**config.mk**
```make
export PLATFORM = sky130hd
export DESIGN_NAME = soc_cpu_4_div_cell
export DESIGN_NICKNAME = d
export VERILOG_FILES = /design/src/rtl/soc_cpu_4_div_cell.sv
export SDC_FILE = /design/constraint.sdc
export NUM_CORES = 1
export LEC_CHECK = 0
export BUFFER_PORTS_ARGS = -buffer_cell sky130_fd_sc_hd__buf_2
export CORE_MARGIN = 8
export CORE_UTILIZATION = 60
export CTS_BUF_LIST = sky130_fd_sc_hd__clkbuf_4 sky130_fd_sc_hd__clkbuf_8
export CTS_CLUSTER_DIAMETER = 80
export DETAILED_ROUTE_END_ITERATION = 10
export PLACE_DENSITY_LB_ADDON = 0.2
export SETUP_SLACK_MARGIN = 0.2
export SLEW_MARGIN = 5
export SYNTH_ARGS = -nofsm -noshare
export SYNTH_HDL_FRONTEND = slang
export SYNTH_SLANG_ARGS = --single-unit
```
**constraint.sdc**
```tcl
create_clock -name clk -period 4.3 [get_ports clk]
set_input_delay 0.215 -clock clk [delete_from_list [all_inputs] [get_ports clk]]
set_output_delay 0.215 -clock clk [all_outputs]
set_load 0.01 [all_outputs]
```
**src/rtl/soc_cpu_4_div_cell.sv**
```systemverilog
// Iterative restoring radix-2 divider for the M-stage: one quotient bit per cycle,
// signed/unsigned operands, start/busy/done handshake with flush abort.
module soc_cpu_4_div_cell #(
    parameter int DATA_W = 32
) (
    input  logic              clk,
    input  logic              reset_n,
    input  logic [DATA_W-1:0] M_div_src1,
    input  logic [DATA_W-1:0] M_div_src2,
    input  logic              M_div_signed,
    input  logic              M_div_start,
    input  logic              M_div_flush,
    output logic              M_div_busy,
    output logic              M_div_done,
    output logic [DATA_W-1:0] M_div_quotient,
    output logic [DATA_W-1:0] M_div_remainder
);

    localparam int CNT_W = $clog2(DATA_W);
    localparam logic [CNT_W-1:0] CNT_LAST = CNT_W'(DATA_W - 1);

    typedef enum logic [1:0] {IDLE, CALC, FIXUP, DONE} state_t;

    state_t            state_q;
    logic [DATA_W-1:0] rem_q;
    logic [DATA_W-1:0] dvd_q;
    logic [DATA_W-1:0] dvs_q;
    logic [CNT_W-1:0]  count_q;
    logic              neg_quot_q;
    logic              neg_rem_q;
    logic              dz_q;
    logic              busy_q;
    logic              done_q;
    logic [DATA_W-1:0] quot_q;
    logic [DATA_W-1:0] remd_q;

    logic              src1_neg;
    logic              src2_neg;
    logic [DATA_W-1:0] src1_abs;
    logic [DATA_W-1:0] src2_abs;
    logic [DATA_W:0]   shifted;
    logic [DATA_W:0]   trial;

    assign src1_neg = M_div_signed & M_div_src1[DATA_W-1];
    assign src2_neg = M_div_signed & M_div_src2[DATA_W-1];
    assign src1_abs = src1_neg ? -M_div_src1 : M_div_src1;
    assign src2_abs = src2_neg ? -M_div_src2 : M_div_src2;

    // The partial remainder is always below the divisor, so DATA_W bits hold it;
    // the shifted value needs one extra bit before the trial subtraction.
    assign shifted = {rem_q, dvd_q[DATA_W-1]};
    assign trial   = shifted - {1'b0, dvs_q};

    always_ff @(posedge clk or negedge reset_n) begin
        if (!reset_n) begin
            state_q    <= IDLE;
            rem_q      <= '0;
            dvd_q      <= '0;
            dvs_q      <= '0;
            count_q    <= '0;
            neg_quot_q <= 1'b0;
            neg_rem_q  <= 1'b0;
            dz_q       <= 1'b0;
            busy_q     <= 1'b0;
            done_q     <= 1'b0;
            quot_q     <= '0;
            remd_q     <= '0;
        end else begin
            done_q <= 1'b0;
            if (M_div_flush) begin
                if (state_q != IDLE) begin
                    state_q <= IDLE;
                    busy_q  <= 1'b0;
                    dz_q    <= 1'b0;
                end
            end else begin
                case (state_q)
                    IDLE: begin
                        if (M_div_start) begin
                            busy_q     <= 1'b1;
                            dvd_q      <= src1_abs;
                            dvs_q      <= src2_abs;
                            neg_quot_q <= M_div_signed & (M_div_src1[DATA_W-1] ^ M_div_src2[DATA_W-1]);
                            neg_rem_q  <= src1_neg;
                            rem_q      <= '0;
                            count_q    <= '0;
                            if (M_div_src2 == '0) begin
                                quot_q  <= '1;
                                remd_q  <= M_div_src1;
                                dz_q    <= 1'b1;
                                state_q <= DONE;
                            end else begin
                                state_q <= CALC;
                            end
                        end
                    end
                    CALC: begin
                        if (!trial[DATA_W]) begin
                            rem_q <= trial[DATA_W-1:0];
                        end else begin
                            rem_q <= shifted[DATA_W-1:0];
                        end
                        dvd_q   <= {dvd_q[DATA_W-2:0], ~trial[DATA_W]};
                        count_q <= count_q + 1'b1;
                        if (count_q == CNT_LAST) begin
                            state_q <= FIXUP;
                        end
                    end
                    FIXUP: begin
                        quot_q  <= neg_quot_q ? -dvd_q : dvd_q;
                        remd_q  <= neg_rem_q ? -rem_q : rem_q;
                        state_q <= DONE;
                    end
                    DONE: begin
                        // Divide-by-zero drops busy one cycle ahead of its done pulse.
                        busy_q <= 1'b0;
                        if (dz_q) begin
                            dz_q <= 1'b0;
                        end else begin
                            done_q  <= 1'b1;
                            state_q <= IDLE;
                        end
                    end
                endcase
            end
        end
    end

    assign M_div_busy      = busy_q;
    assign M_div_done      = done_q;
    assign M_div_quotient  = quot_q;
    assign M_div_remainder = remd_q;

endmodule

```
==> metrics, run 1 <==
crit end category=register; Vias/cell=5.685; IO Pins=135; FFs w/ async S/R, synth=1.000; pwr/cell area=684.2 nW/um2; wire per inst=15.93 um; diodes inserted=0; Detail Route Antenna Nets=0; Longest Clk Path Bufs=2; Cells after Synth=1409; total CTS buffers=17; Worst-Margin Slew=1.069 ns; mux share of post-synthesis cell area=0.03104; Total GRT Usage=0.2362; Met3 Routed Length=1.497 mm; Synth Area in Compound Gates=0.2238; core area=19210 um2; die extent in x=155.1 um; final hold vios=0; DR vias=10140; total global routing overflow=0; yosys warns=0; Final Max Tran Viols=0; EDFF count, synth=0; CP Launch Type=register; worst path arrival time=4.08 ns; final setup vio count=0; Worst Path Required=4.63 ns; Clock Tree Root=clkbuf_8; Detail Placement HPWL=21.47 mm; Static Leak=0.005669 uW; Min Clock Period, post-route=3.750 ns; Synth Area in Adders=0.04699; Crit Path Class=register to register; Synth top area share=0.3708; post-synthesis sequential area ratio=0.3708; FF+latch area=4304 um2; maximum vdd ir drop=0.0002728 V; multi-input logic area=6805 um2; Max FO, Critical Path=11; routed wl met2=13.44 mm; number of global-route vias before repair=9652; top layer in use=met4; largest family of logic cells by synthesized area=compound AO/OA/AOI/OAI gates; die height=155.1 um; met1 WL=12.86 mm; Final TNS setup=0 ns; Port Buf Inserts=134; flops & latches, synth=172; maxcap violations=0; first drt pass iteration count=7; WL final=28.42 mm; final clock skew=0.01192 ns; status=finished, final reports clean; die area=24050 um2; share of post-route cells with drive strength above 1=0.1350; Fill cells=1636; post_cts resized=0; cell mode on critical path=buf_4; final core utilization=0.6710; Slowest cell on crit path=fa_1; CP cell instances=inv_1 > fa_1 > nor2b_1 > o211ai_1 > a2111oi_0 > buf_4 > o21ai_1 > a21oi_1 > a311o_1 > xor2_4 > buf_4 > mux2i_1 > o21ai_0; Clock Sinks=172; final period utilization=0.8721; HP Class=input pin to register; Max-Slew Margin vs Limit=0.2847; synthesized area=11610 um2; synth unique cells=66; CP peak stage delay=0.47 ns; XOR/XNOR share of the synthesized area=0.1094; RSZ-0062 raised after global routing=no; syn avg cell area=8.239 um2; CTS clock-pin slew for the worst setup and hold paths=0.09 ns; GP Congestion=0.9047; largest net degree at the start of global routing=104; crit path buf inv count=3; area grow syn2layout=11.03%; Hold Slack=0.02804 ns; Std-Cell Rows=51; CTS tree=yes; first-pass GRT wire length=46.80 mm; CP top delay family=compound AO/OA/AOI/OAI gates; post-synthesis net count=1521; Final #Nets=1618; simple-gate area share of the yosys netlist=0.1722; worst-skew pair later-pin latency=0.46 ns; initial antenna violation count=0; synth top area cells=dfrtp_1 (37%), o21ai_0 (7.0%), nand2_1 (5.9%), xor2_1 (5.7%), xnor2_1 (5.3%); cell taking the most area after synthesis=dfrtp_1; Initial Util=0.6044; H-Tree Depth=4; # DRC=0; Initial DRC Count=664; Post-synth top flop=dfrtp_1; upper clock frequency limit=266.6 MHz
metrics by stage:
| stage | std cells | power [uW] | setup slack [ns] | cell area (um2) |
|---|---|---|---|---|
| 5_1_grt | 1784 | 9595 | 0.3004 | 12890 |
| 6_report | 1784 | 8818 | 0.5498 | 12890 |
| 3_3_place_gp | 1751 | 7594 | 0.5151 | 12500 |
| 4_1_cts | 1784 | 8834 | 0.5401 | 12890 |
| 2_1_floorplan | 1409 | 6490 | 0.9693 | 11610 |
| 3_5_place_dp | 1751 | 7735 | 0.3952 | 12500 |
sequential cells by signal (all words and copies together) (netlist names), 2 cells and up:
| register | cells |
|---|---|
| count_q | 5 |
| dvd_q | 32 |
| dvs_q | 32 |
| rem_q | 32 |
| state_q | 2 |
| M_div_remainder | 32 |
| M_div_quotient | 32 |
synth_stat cells, types with 9 or more instances:
cell type / count
o31ai_1: 24
ha_1: 42
or4_1: 13
o41ai_1: 13
nand3_1: 23
clkbuf_1: 63
a21o_1: 9
xnor2_1: 70
nand2b_1: 12
a31oi_1: 41
a21oi_1: 121
nor3_1: 20
inv_1: 59
mux2i_1: 36
or3_1: 15
nor2_1: 128
xor2_1: 75
nand2_1: 182
nor4_1: 11
o21ai_0: 163
dfrtp_1: 172
cells by family after synthesis:
kind of cell,after synthesis
AOI/OAI and AO/OA,434
xor gates and xnor gates,145
adders and majority gates,43
buffers and inverters,136
DFF,172
muxes,36
and+or+nand+nor,443
cell usage in the layout, fill, tap and decap left out, drive strengths merged, types with 6 or more instances in the layout:
cell	instances
nand2b	12
and2	7
o21a	7
buf	154
clkbuf	22
ha	42
nor4	12
a21o	9
nor2b	7
nand2	182
inv	59
a21oi	121
nor3	20
a211oi	6
dfrtp	172
o31ai	24
xnor2	70
mux2i	36
or3	19
nand3	23
o41ai	14
nor2	128
and3	8
a31oi	41
or4	14
o21ai	165
xor2	75
timing repair:
| item | 4_1_cts | 5_1_grt |
|---|---|---|
| endpoints found under the hold margin | 101 | 0 |
| setup buffers | 0 | 0 |
| setup endpoints to repair | 0 | 0 |
| hold buffers | 1 | 0 |
per-layer routing:
layer / vias to the layer above / track usage
met3: 46 / 0.03551
met5: - / 0
met4: 0 / 0.07653
li1: 5156 / -
met2: 304 / 0.4001
met1: 4636 / 0.3052
report_power, final:
part           switching, uW  internal (uW)  leakage (uW)
clock network            591            506      0.000185
registers                653           2240       0.00210
logic                   2790           2040       0.00338
final cells by class:
class	count	area share
clock inverters	10	0.007184
well taps	265	0.02573
inverters	59	0.01718
multi-input cells	1101	0.5280
clock buffers	22	0.02204
repair buffers	155	0.06592
flip-flops and latches	172	0.3339
worst reg2reg max path, stage by stage, from the launching register on:
cell	delay (ns)
dfrtp_1	0.45
inv_1	0.12
fa_1	0.47
nor2b_1	0.21
o211ai_1	0.19
a2111oi_0	0.44
buf_4	0.19
o21ai_1	0.13
a21oi_1	0.27
a311o_1	0.32
xor2_4	0.27
buf_4	0.27
mux2i_1	0.21
o21ai_0	0.11
path summary, 6_finish.rpt:
check	startpoint	endpoint	slack [ns]	cells past startpoint
setup / recovery	rem_q[0]	rem_q[9]	0.55	13
hold / removal	M_div_src2[1]	dvs_q[1]	0.03	3
setup reg to reg	rem_q[0]	rem_q[9]	0.55	13
hold reg to reg	dvs_q[26]	dvs_q[26]	0.48	2
max in group asynchronous	reset_n	dvs_q[23]	2.83	3
min in group asynchronous	reset_n	dvd_q[4]	0.39	2
Note: power is estimated with default switching activity, not from simulation.
==> run 2, diff against run 1 <==
CTS_BUF_LIST = sky130_fd_sc_hd__clkbuf_8   (was sky130_fd_sc_hd__clkbuf_4 sky130_fd_sc_hd__clkbuf_8)
==> metrics, run 2 (synthesized netlist as in run 1, its figures left out) <==
CTS clock-pin slew for the worst setup and hold paths=0.09 ns (about the same); Total GRT Usage=0.2362 (unchanged); final period utilization=0.8742 (+0.002100); upper clock frequency limit=266.0 MHz (-0.24%); Initial DRC Count=648 (-2.4%); wire per inst=15.94 um (about the same); maximum vdd ir drop=0.0002721 V (-0.28%); Std-Cell Rows=51 (unchanged); first drt pass iteration count=5 (-2); CP cell instances=inv_1 > fa_1 > nor2b_1 > o211ai_1 > a2111oi_0 > buf_4 > o21ai_1 > a21oi_1 > a311o_1 > xor2_4 > buf_4 > mux2i_1 > o21ai_0; Longest Clk Path Bufs=2 (unchanged); H-Tree Depth=4 (unchanged); HP Class=input pin to register; CTS tree=yes; final setup vio count=0 (unchanged); worst-skew pair later-pin latency=0.46 ns (about the same); die area=24050 um2 (unchanged); Crit Path Class=register to register; most common cell after layout, fill and taps aside=nand2_1; Final Max Tran Viols=0 (unchanged); RSZ-0062 raised after global routing=no; Final #Nets=1618 (unchanged); Clock Sinks=172 (unchanged); IO Pins=135 (unchanged); Post CTS Setup Buffer Count=0 (unchanged); area grow syn2layout=10.95% (about the same); most frequent cells in the layout=nand2_1 (181), dfrtp_1 (172), o21ai_0 (163); Max FO, Critical Path=11 (unchanged); final clock skew=0.01185 ns (-0.00007250 ns); Max-Slew Margin vs Limit=0.2850 (+0.0003410); Vias/cell=5.706 (+0.37%); number of global-route vias before repair=9654 (+0.021%); crit end category=register; total CTS buffers=17 (unchanged); Worst-Margin Slew=1.069 ns (-0.0005097 ns); Min Clock Period, post-route=3.759 ns (+0.009029 ns); worst path arrival time=4.09 ns (about the same); core area=19210 um2 (unchanged); CP peak stage delay=0.47 ns (about the same); final hold vios=0 (unchanged); Port Buf Inserts=134 (unchanged); die height=155.1 um (unchanged); Detail Route Antenna Nets=0 (unchanged); Worst Path Required=4.63 ns (about the same); WL final=28.45 mm (+0.12%); share of post-route cells with drive strength above 1=0.1330 (-0.001975); total global routing overflow=0 (unchanged); Static Leak=0.005671 uW (about the same); maxcap violations=0 (unchanged); largest net degree at the start of global routing=104 (unchanged); Slowest cell on crit path=fa_1; # DRC=0 (unchanged); CP Launch Type=register; die extent in x=155.1 um (unchanged); CTS Hold Bufs=1 (unchanged); post_cts resized=0 (unchanged); Clock Tree Root=clkbuf_8; pwr/cell area=683.1 nW/um2 (-0.16%); cell mode on critical path=buf_4; Detail Placement HPWL=21.47 mm (unchanged); first-pass GRT wire length=46.80 mm (about the same); GP Congestion=0.9047 (unchanged); initial antenna violation count=0 (unchanged); Initial Util=0.6044 (unchanged); Total Power=8798 uW (-0.23%); Final TNS setup=0 ns (unchanged); DR vias=10190 (+0.42%); status=finished, final reports clean
==> run 2: cell types whose count changed in the layout (fill, tap and decap cells not counted), sizes merged <==
cell    previous run  this run
clkbuf            22        19
inv               59        62
diode              0         1
==> run 2: metal layers <==
layer	routed length [um]	track usage	up-vias
met4	596	0.07653	0
li1	-	-	5162
met3	1600	0.03551	43
met1	12760	0.3052	4663
met5	0	0	-
met2	13500	0.4001	317
==> run 2: report_power, final <==
group	internal, uW	switching [uW]	total [uW]
sequential	2240	653	2890
combinational	2040	2790	4830
clock	480	594	1070
==> run 2: metrics by stage <==
step | hold WS (ns) | std cells | setup WS, ns | util | instance area (um2)
6_report | 0.02636 | 1785 | 0.5407 | 0.6706 | 12880
5_1_grt | 0.01592 | 1784 | 0.3004 | 0.6704 | 12880
4_1_cts | 0.01195 | 1784 | 0.5401 | 0.6704 | 12880
3_5_place_dp | 0.3926 | 1751 | 0.3952 | 0.6509 | 12500
3_3_place_gp | 0.3967 | 1751 | 0.5151 | 0.6509 | 12500
2_1_floorplan | -0.08059 | 1409 | 0.9693 | - | 11610
==> run 2: final timing paths <==
| check | cells past startpoint | to | start | slack, ns |
|---|---|---|---|---|
| setup / recovery | 13 | rem_q[9] | rem_q[0] | 0.54 |
| hold reg to reg | 2 | dvs_q[26] | dvs_q[26] | 0.48 |
| hold / removal | 3 | dvs_q[1] | M_div_src2[1] | 0.03 |
| max in group asynchronous | 3 | dvs_q[23] | reset_n | 2.84 |
| setup reg to reg | 13 | rem_q[9] | rem_q[0] | 0.54 |
| min in group asynchronous | 2 | dvd_q[4] | reset_n | 0.40 |
==> run 2: cell type report <==
class                      instances  area [um2]
tap                              265       331.6
multi-input combinational       1101        6805
sequential                       172        4304
fill                            1637        6327
inverter                          59       221.5
clock buffer                      19       261.5
clock inverter                    13       103.9
timing repair buffer             155       849.6
antenna                            1       2.502
==> run 2: critical path, delay by kind of cell, from the launching register on <==
kind	cells	cell delay, ns
compound gates	6	1.46
buf+inv	3	0.58
fa+ha+maj	1	0.47
flops	1	0.45
xor+xnor	1	0.27
simple gates	1	0.21
mux	1	0.21
